<file path="config.mk">
export PLATFORM = sky130hd
export DESIGN_NAME = riscv_alu
export DESIGN_NICKNAME = d
export VERILOG_FILES = /design/src/rtl/alu_pkg.sv /design/src/rtl/alu_comb.sv /design/src/rtl/riscv_alu.sv
export SDC_FILE = /design/constraint.sdc
export NUM_CORES = 1
export LEC_CHECK = 0
export ABC_AREA = 1
export BUFFER_PORTS_ARGS = -buffer_cell sky130_fd_sc_hd__buf_2
export CAP_MARGIN = 20
export CELL_PAD_IN_SITES_DETAIL_PLACEMENT = 1
export CELL_PAD_IN_SITES_GLOBAL_PLACEMENT = 1
export CORE_MARGIN = 4
export CORE_UTILIZATION = 44
export DETAILED_ROUTE_END_ITERATION = 8
export PLACE_DENSITY = 0.89
export SYNTH_ARGS = -nofsm -noshare
export SYNTH_HDL_FRONTEND = slang
export SYNTH_SLANG_ARGS = --single-unit
export TNS_END_PERCENT = 20
</file>
<file path="constraint.sdc">
create_clock -name clk -period 5.5 [get_ports clk]
set_input_delay 0.825 -clock clk [delete_from_list [all_inputs] [get_ports clk]]
set_output_delay 0.825 -clock clk [all_outputs]
set_load 0.01 [all_outputs]
</file>
<file path="src/rtl/alu_pkg.sv">
// Shared types for the RV32I ALU: operation encodings and the default datapath width.
// Optional build macro ALU_OVERFLOW_EN adds a signed-overflow flag to the ALU.
package alu_pkg;

    localparam int XLEN_DEFAULT = 32;

    typedef enum logic [3:0] {
        ALU_ADD  = 4'b0000,
        ALU_SUB  = 4'b0001,
        ALU_XOR  = 4'b0010,
        ALU_OR   = 4'b0011,
        ALU_AND  = 4'b0100,
        ALU_SLL  = 4'b0101,
        ALU_SRL  = 4'b0110,
        ALU_SRA  = 4'b0111,
        ALU_SLT  = 4'b1000,
        ALU_SLTU = 4'b1001,
        ALU_BEQ  = 4'b1010,
        ALU_BNE  = 4'b1011,
        ALU_BLT  = 4'b1100,
        ALU_BGE  = 4'b1101,
        ALU_BLTU = 4'b1110,
        ALU_BGEU = 4'b1111
    } alu_op_e;

endpackage

</file>
<file path="src/rtl/alu_comb.sv">
// Purely combinational RV32I operation and branch-condition evaluation.
// Optional build macro ALU_OVERFLOW_EN adds the signed-overflow output for ADD/SUB.
module alu_comb
    import alu_pkg::*;
#(
    parameter int XLEN = XLEN_DEFAULT
) (
    input  alu_op_e           op,
    input  logic [XLEN-1:0]   a,
    input  logic [XLEN-1:0]   b,
    output logic [XLEN-1:0]   result,
    output logic              zero
`ifdef ALU_OVERFLOW_EN
    ,
    output logic              overflow
`endif
);

    localparam int SHW = $clog2(XLEN);

    logic [XLEN-1:0] sum;
    logic [XLEN-1:0] diff;
    logic [SHW-1:0]  shamt;
    logic            lt_signed;
    logic            lt_unsigned;
    logic            equal;
    logic            is_branch;
    logic            cond;

    assign sum         = a + b;
    assign diff        = a - b;
    assign shamt       = b[SHW-1:0];
    assign lt_signed   = $signed(a) < $signed(b);
    assign lt_unsigned = a < b;
    assign equal       = (a == b);

    always_comb begin
        result    = '0;
        cond      = 1'b0;
        is_branch = 1'b0;
        case (op)
            ALU_ADD:  result = sum;
            ALU_SUB:  result = diff;
            ALU_XOR:  result = a ^ b;
            ALU_OR:   result = a | b;
            ALU_AND:  result = a & b;
            ALU_SLL:  result = a << shamt;
            ALU_SRL:  result = a >> shamt;
            ALU_SRA:  result = $unsigned($signed(a) >>> shamt);
            ALU_SLT:  result = {{(XLEN-1){1'b0}}, lt_signed};
            ALU_SLTU: result = {{(XLEN-1){1'b0}}, lt_unsigned};
            ALU_BEQ:  begin is_branch = 1'b1; cond = equal;        end
            ALU_BNE:  begin is_branch = 1'b1; cond = !equal;       end
            ALU_BLT:  begin is_branch = 1'b1; cond = lt_signed;    end
            ALU_BGE:  begin is_branch = 1'b1; cond = !lt_signed;   end
            ALU_BLTU: begin is_branch = 1'b1; cond = lt_unsigned;  end
            ALU_BGEU: begin is_branch = 1'b1; cond = !lt_unsigned; end
            default:  result = '0;
        endcase
        if (is_branch) begin
            result = {{(XLEN-1){1'b0}}, cond};
        end
    end

    // For branches the flag means "taken"; otherwise it flags a zero result.
    assign zero = is_branch ? cond : (result == '0);

`ifdef ALU_OVERFLOW_EN
    always_comb begin
        overflow = 1'b0;
        if (op == ALU_ADD) begin
            overflow = (a[XLEN-1] == b[XLEN-1]) && (sum[XLEN-1] != a[XLEN-1]);
        end else if (op == ALU_SUB) begin
            overflow = (a[XLEN-1] != b[XLEN-1]) && (diff[XLEN-1] != a[XLEN-1]);
        end
    end
`endif

endmodule

</file>
<file path="src/rtl/riscv_alu.sv">
// RV32I ALU with a single registered output stage (latency 1, no backpressure).
// Optional build macro ALU_OVERFLOW_EN adds the registered `overflow` output.
module riscv_alu
    import alu_pkg::*;
#(
    parameter int XLEN = XLEN_DEFAULT
) (
    input  logic              clk,
    input  logic              rst_n,
    input  logic              in_valid,
    input  logic [3:0]        alu_control,
    input  logic [XLEN-1:0]   rs1_data,
    input  logic [XLEN-1:0]   rs2_data,
    output logic [XLEN-1:0]   alu_out,
    output logic              zero,
    output logic              out_valid
`ifdef ALU_OVERFLOW_EN
    ,
    output logic              overflow
`endif
);

    logic [XLEN-1:0] comb_result;
    logic            comb_zero;
`ifdef ALU_OVERFLOW_EN
    logic            comb_overflow;
`endif

    alu_comb #(.XLEN(XLEN)) u_alu_comb (
        .op       (alu_op_e'(alu_control)),
        .a        (rs1_data),
        .b        (rs2_data),
        .result   (comb_result),
        .zero     (comb_zero)
`ifdef ALU_OVERFLOW_EN
        ,
        .overflow (comb_overflow)
`endif
    );

    // Results only update on accepted ops, so idle cycles hold the last value.
    always_ff @(posedge clk) begin
        if (!rst_n) begin
            alu_out   <= '0;
            zero      <= 1'b0;
            out_valid <= 1'b0;
`ifdef ALU_OVERFLOW_EN
            overflow  <= 1'b0;
`endif
        end else begin
            out_valid <= in_valid;
            if (in_valid) begin
                alu_out  <= comb_result;
                zero     <= comb_zero;
`ifdef ALU_OVERFLOW_EN
                overflow <= comb_overflow;
`endif
            end
        end
    end

endmodule

</file>
==> flow_summary.json <==
{
  "clock_sinks": 34,
  "netlist_area_sq_mm": 0.01075,
  "grt_max_degree": 74,
  "clkLatencyLatePin_ps": 280,
  "finalCritPeriodShare_pct": 79.53,
  "ys_types": 40,
  "gr-total-overflow": 0,
  "worst_pin_slew_ps": 1035,
  "rows": 56,
  "cp.arrival_ps": 4590,
  "cts_resized": 0,
  "cp_slowest_cell": "buf_2",
  "grt_pass1_vias": 14793,
  "hold_viol": 0,
  "crit_chain": "buf_2 -> inv_2 -> nand2_1 -> nand3_1 -> nand3_1 -> nand3_1 -> nand3_1 -> nand2_1 -> nor2_1 -> nand2_1 -> nor2_1 -> nand3_1 -> nor2_1 -> nand3_1 -> nor2_1 -> nand3_1 -> a21oi_2",
  "die_w_um": 164.3,
  "antenna_found_initial": 1,
  "wl_mm": 58.48,
  "fillers": 3688,
  "yosys-top-cells-area": "nand2_1 22%, nand3_1 18%, ha_1 11%",
  "synth_ff_type": "dfxtp_1",
  "cts_setup_buffers": 0,
  "synth_warnings": 0,
  "ys_seq_area_share_pct": 6.330,
  "syn_avg_cell_area_sq_um": 5.086,
  "clk_pin_slew_worst_paths_ps": 70,
  "ant_nets": 0,
  "fin_worst_skew_ps": 0,
  "fp.dieH_um": 164.3,
  "drt_iter0_drc": 1971,
  "setup_viol": 0,
  "dr.pass1.iters": 5,
  "hp-class": "reg2reg",
  "hold_ws_ps": 496.6,
  "yosys.area.top_type": "nand2_1",
  "dieArea_sq_mm": 0.02700,
  "syn_inst": 2114,
  "crit_type": "in2reg",
  "drive_gt1_share_pct": 8.181,
  "worst-path-buf-inv": 2,
  "dp_hpwl_mm": 47.63,
  "critPathMostFrequentCell": "nand3_1",
  "cap_violations": 0,
  "synth_seq_cells": 34,
  "diodes": 0,
  "synth_top_area_share_pct": 22.31,
  "numCtsBuffers": 5,
  "cts-hold-fix-buffers": 0,
  "hp-start": "alu_out[24]$_SDFFE_PN0P_",
  "drc_errors": 0,
  "finalCriticalPeriod_ps": 4374,
  "initial_utilization_pct": 45.27,
  "max_freq_mhz": 228.6,
  "outcome": "complete, no violations",
  "ios": 105,
  "synth_edf_count": 0,
  "total_power_w": 0.001704,
  "root_buffer": "clkbuf_16",
  "grt_use_total_pct": 42.09,
  "cp.required_ps": 5720,
  "cts_tree": "yes",
  "slew_headroom_pct": 30.85,
  "place.gp.congestion": 1.075,
  "syn_nets": 2284,
  "rsz0062_at_grt": "false",
  "grt_pass1_wl_mm": 87.00,
  "layout.nets": 2308,
  "critical_path_peak_fanout": 42,
  "crit_family": "simple AND/OR/NAND/NOR gates",
  "r2r-start": "alu_out[14]$_SDFFE_PN0P_",
  "fin_tns_setup_ps": 0,
  "cts.htree.levels": 2,
  "vias": 15162,
  "cp-end-kind": "flop",
  "cp_slowest_stage_delay_ps": 650,
  "startpoint_type": "input port",
  "viasPerCell": 6.168,
  "clk_path_buf_depth": 2,
  "power_leakage_nw": 6.360,
  "critical_path.startpoint": "rs2_data[0]",
  "drv_slew": 0,
  "wl_per_cell_um": 23.79,
  "core-area_sq_mm": 0.02375,
  "p_per_area_mw_per_mm2": 148.9,
  "port_buffers": 104,
  "ys_async_sr_fraction_pct": 0,
  "ir_drop_uv": 138.0,
  "syn_to_final_growth_pct": 6.377
}
==> final cells by class <==
class | instances | area (sq um) | area share, %
multi-input combinational | 1728 | 8632 | 75.46
inverter | 248 | 930.9 | 8.138
sequential | 34 | 680.7 | 5.951
timing repair buffer | 121 | 648.1 | 5.666
tap | 319 | 399.1 | 3.489
clock buffer | 7 | 142.6 | 1.247
clock inverter | 1 | 5.005 | 0.04375
==> synthesized netlist by cell type, types with 5 or more instances <==
cell / instances
buf_1: 10
a21o_1: 5
o21ai_1: 9
nor3_1: 14
o211ai_1: 14
nand3_1: 394
buf_4: 6
o21ai_0: 77
o22ai_1: 24
nand4_1: 23
nand2_2: 11
inv_1: 234
o21bai_1: 11
nor2_2: 8
nor2_1: 230
clkbuf_1: 27
buf_2: 57
a31oi_1: 8
ha_1: 97
inv_2: 11
and2_1: 7
a21oi_2: 8
nand3b_1: 9
nand2_1: 639
dfxtp_1: 34
o21a_1: 9
a21oi_1: 110
==> worst min-delay path, stage by stage (launching register included) <==
cell and delay [ps]:
dfxtp_1 330, o211ai_1 90, inv_1 50
==> logic make-up after synthesis <==
kind of cell | share of synthesized area (%)
flops | 6.330
buf+inv | 13.44
compound gates | 15.15
simple gates | 53.34
fa+ha+maj | 11.66
xor+xnor | 0.08147
==> sequential cells by signal, indices dropped and copies added, names as in the netlist <==
register   count
out_valid      1
alu_out       32
zero           1
==> power breakdown <==
group	switching, W	internal, W
clock	0.000117	0.000180
sequential	0.0000127	0.000265
combinational	0.000819	0.000310
total	0.000949	0.000755
==> worst paths after layout <==
path              slack [ps]                        to  cells after the start
hold / removal           500  alu_out[24]$_SDFFE_PN0P_                      2
setup / recovery        1130         zero$_SDFFE_PN0P_                     17
setup reg to reg        4440  alu_out[14]$_SDFFE_PN0P_                      4
hold reg to reg          500  alu_out[24]$_SDFFE_PN0P_                      2
==> placed cells by master (no fill, tap or decap), types with 2 or more instances in the layout <==
cell type and n:
a21oi_2 8, a221oi_1 3, fa_1 2, o21bai_1 11, ha_1 97, o211ai_1 14
o21a_1 9, nand3_1 394, nor3_1 14, or2_2 4, nor2_2 9, nor3_2 2
o21ai_0 77, dfxtp_1 34, clkinv_1 2, a31oi_1 8, nand2_1 638, a21o_1 5
buf_4 17, o21ai_1 9, nor2_1 229, a211oi_1 3, clkbuf_16 5, nand3b_1 9
buf_2 104, o221ai_1 2, and2_1 7, inv_1 234, a21oi_1 110, nand2_2 12
o22ai_1 24, nand4_1 23, inv_2 12
==> per-stage QoR <==
step,instance area (sq um),utilization [%],worst slack [ps],instances
final,11440,48.16,1126,2458
after global routing,11440,48.16,932.7,2458
after CTS,11430,48.12,1336,2457
after detailed placement,11280,47.50,1252,2449
after global placement,11280,47.50,1356,2449
after floorplan,10750,-,1986,2114
==> metal layers <==
metal  global-route usage (%)  up-vias  share of wire, %
met1                    55.45     7248                41
met5                        0        -             0.029
met3                    7.478      178               9.7
met4                    16.66        2               4.7
met2                    68.10      787                45
li1                         -     6947                 -
Power figures use the tool's default switching activity.
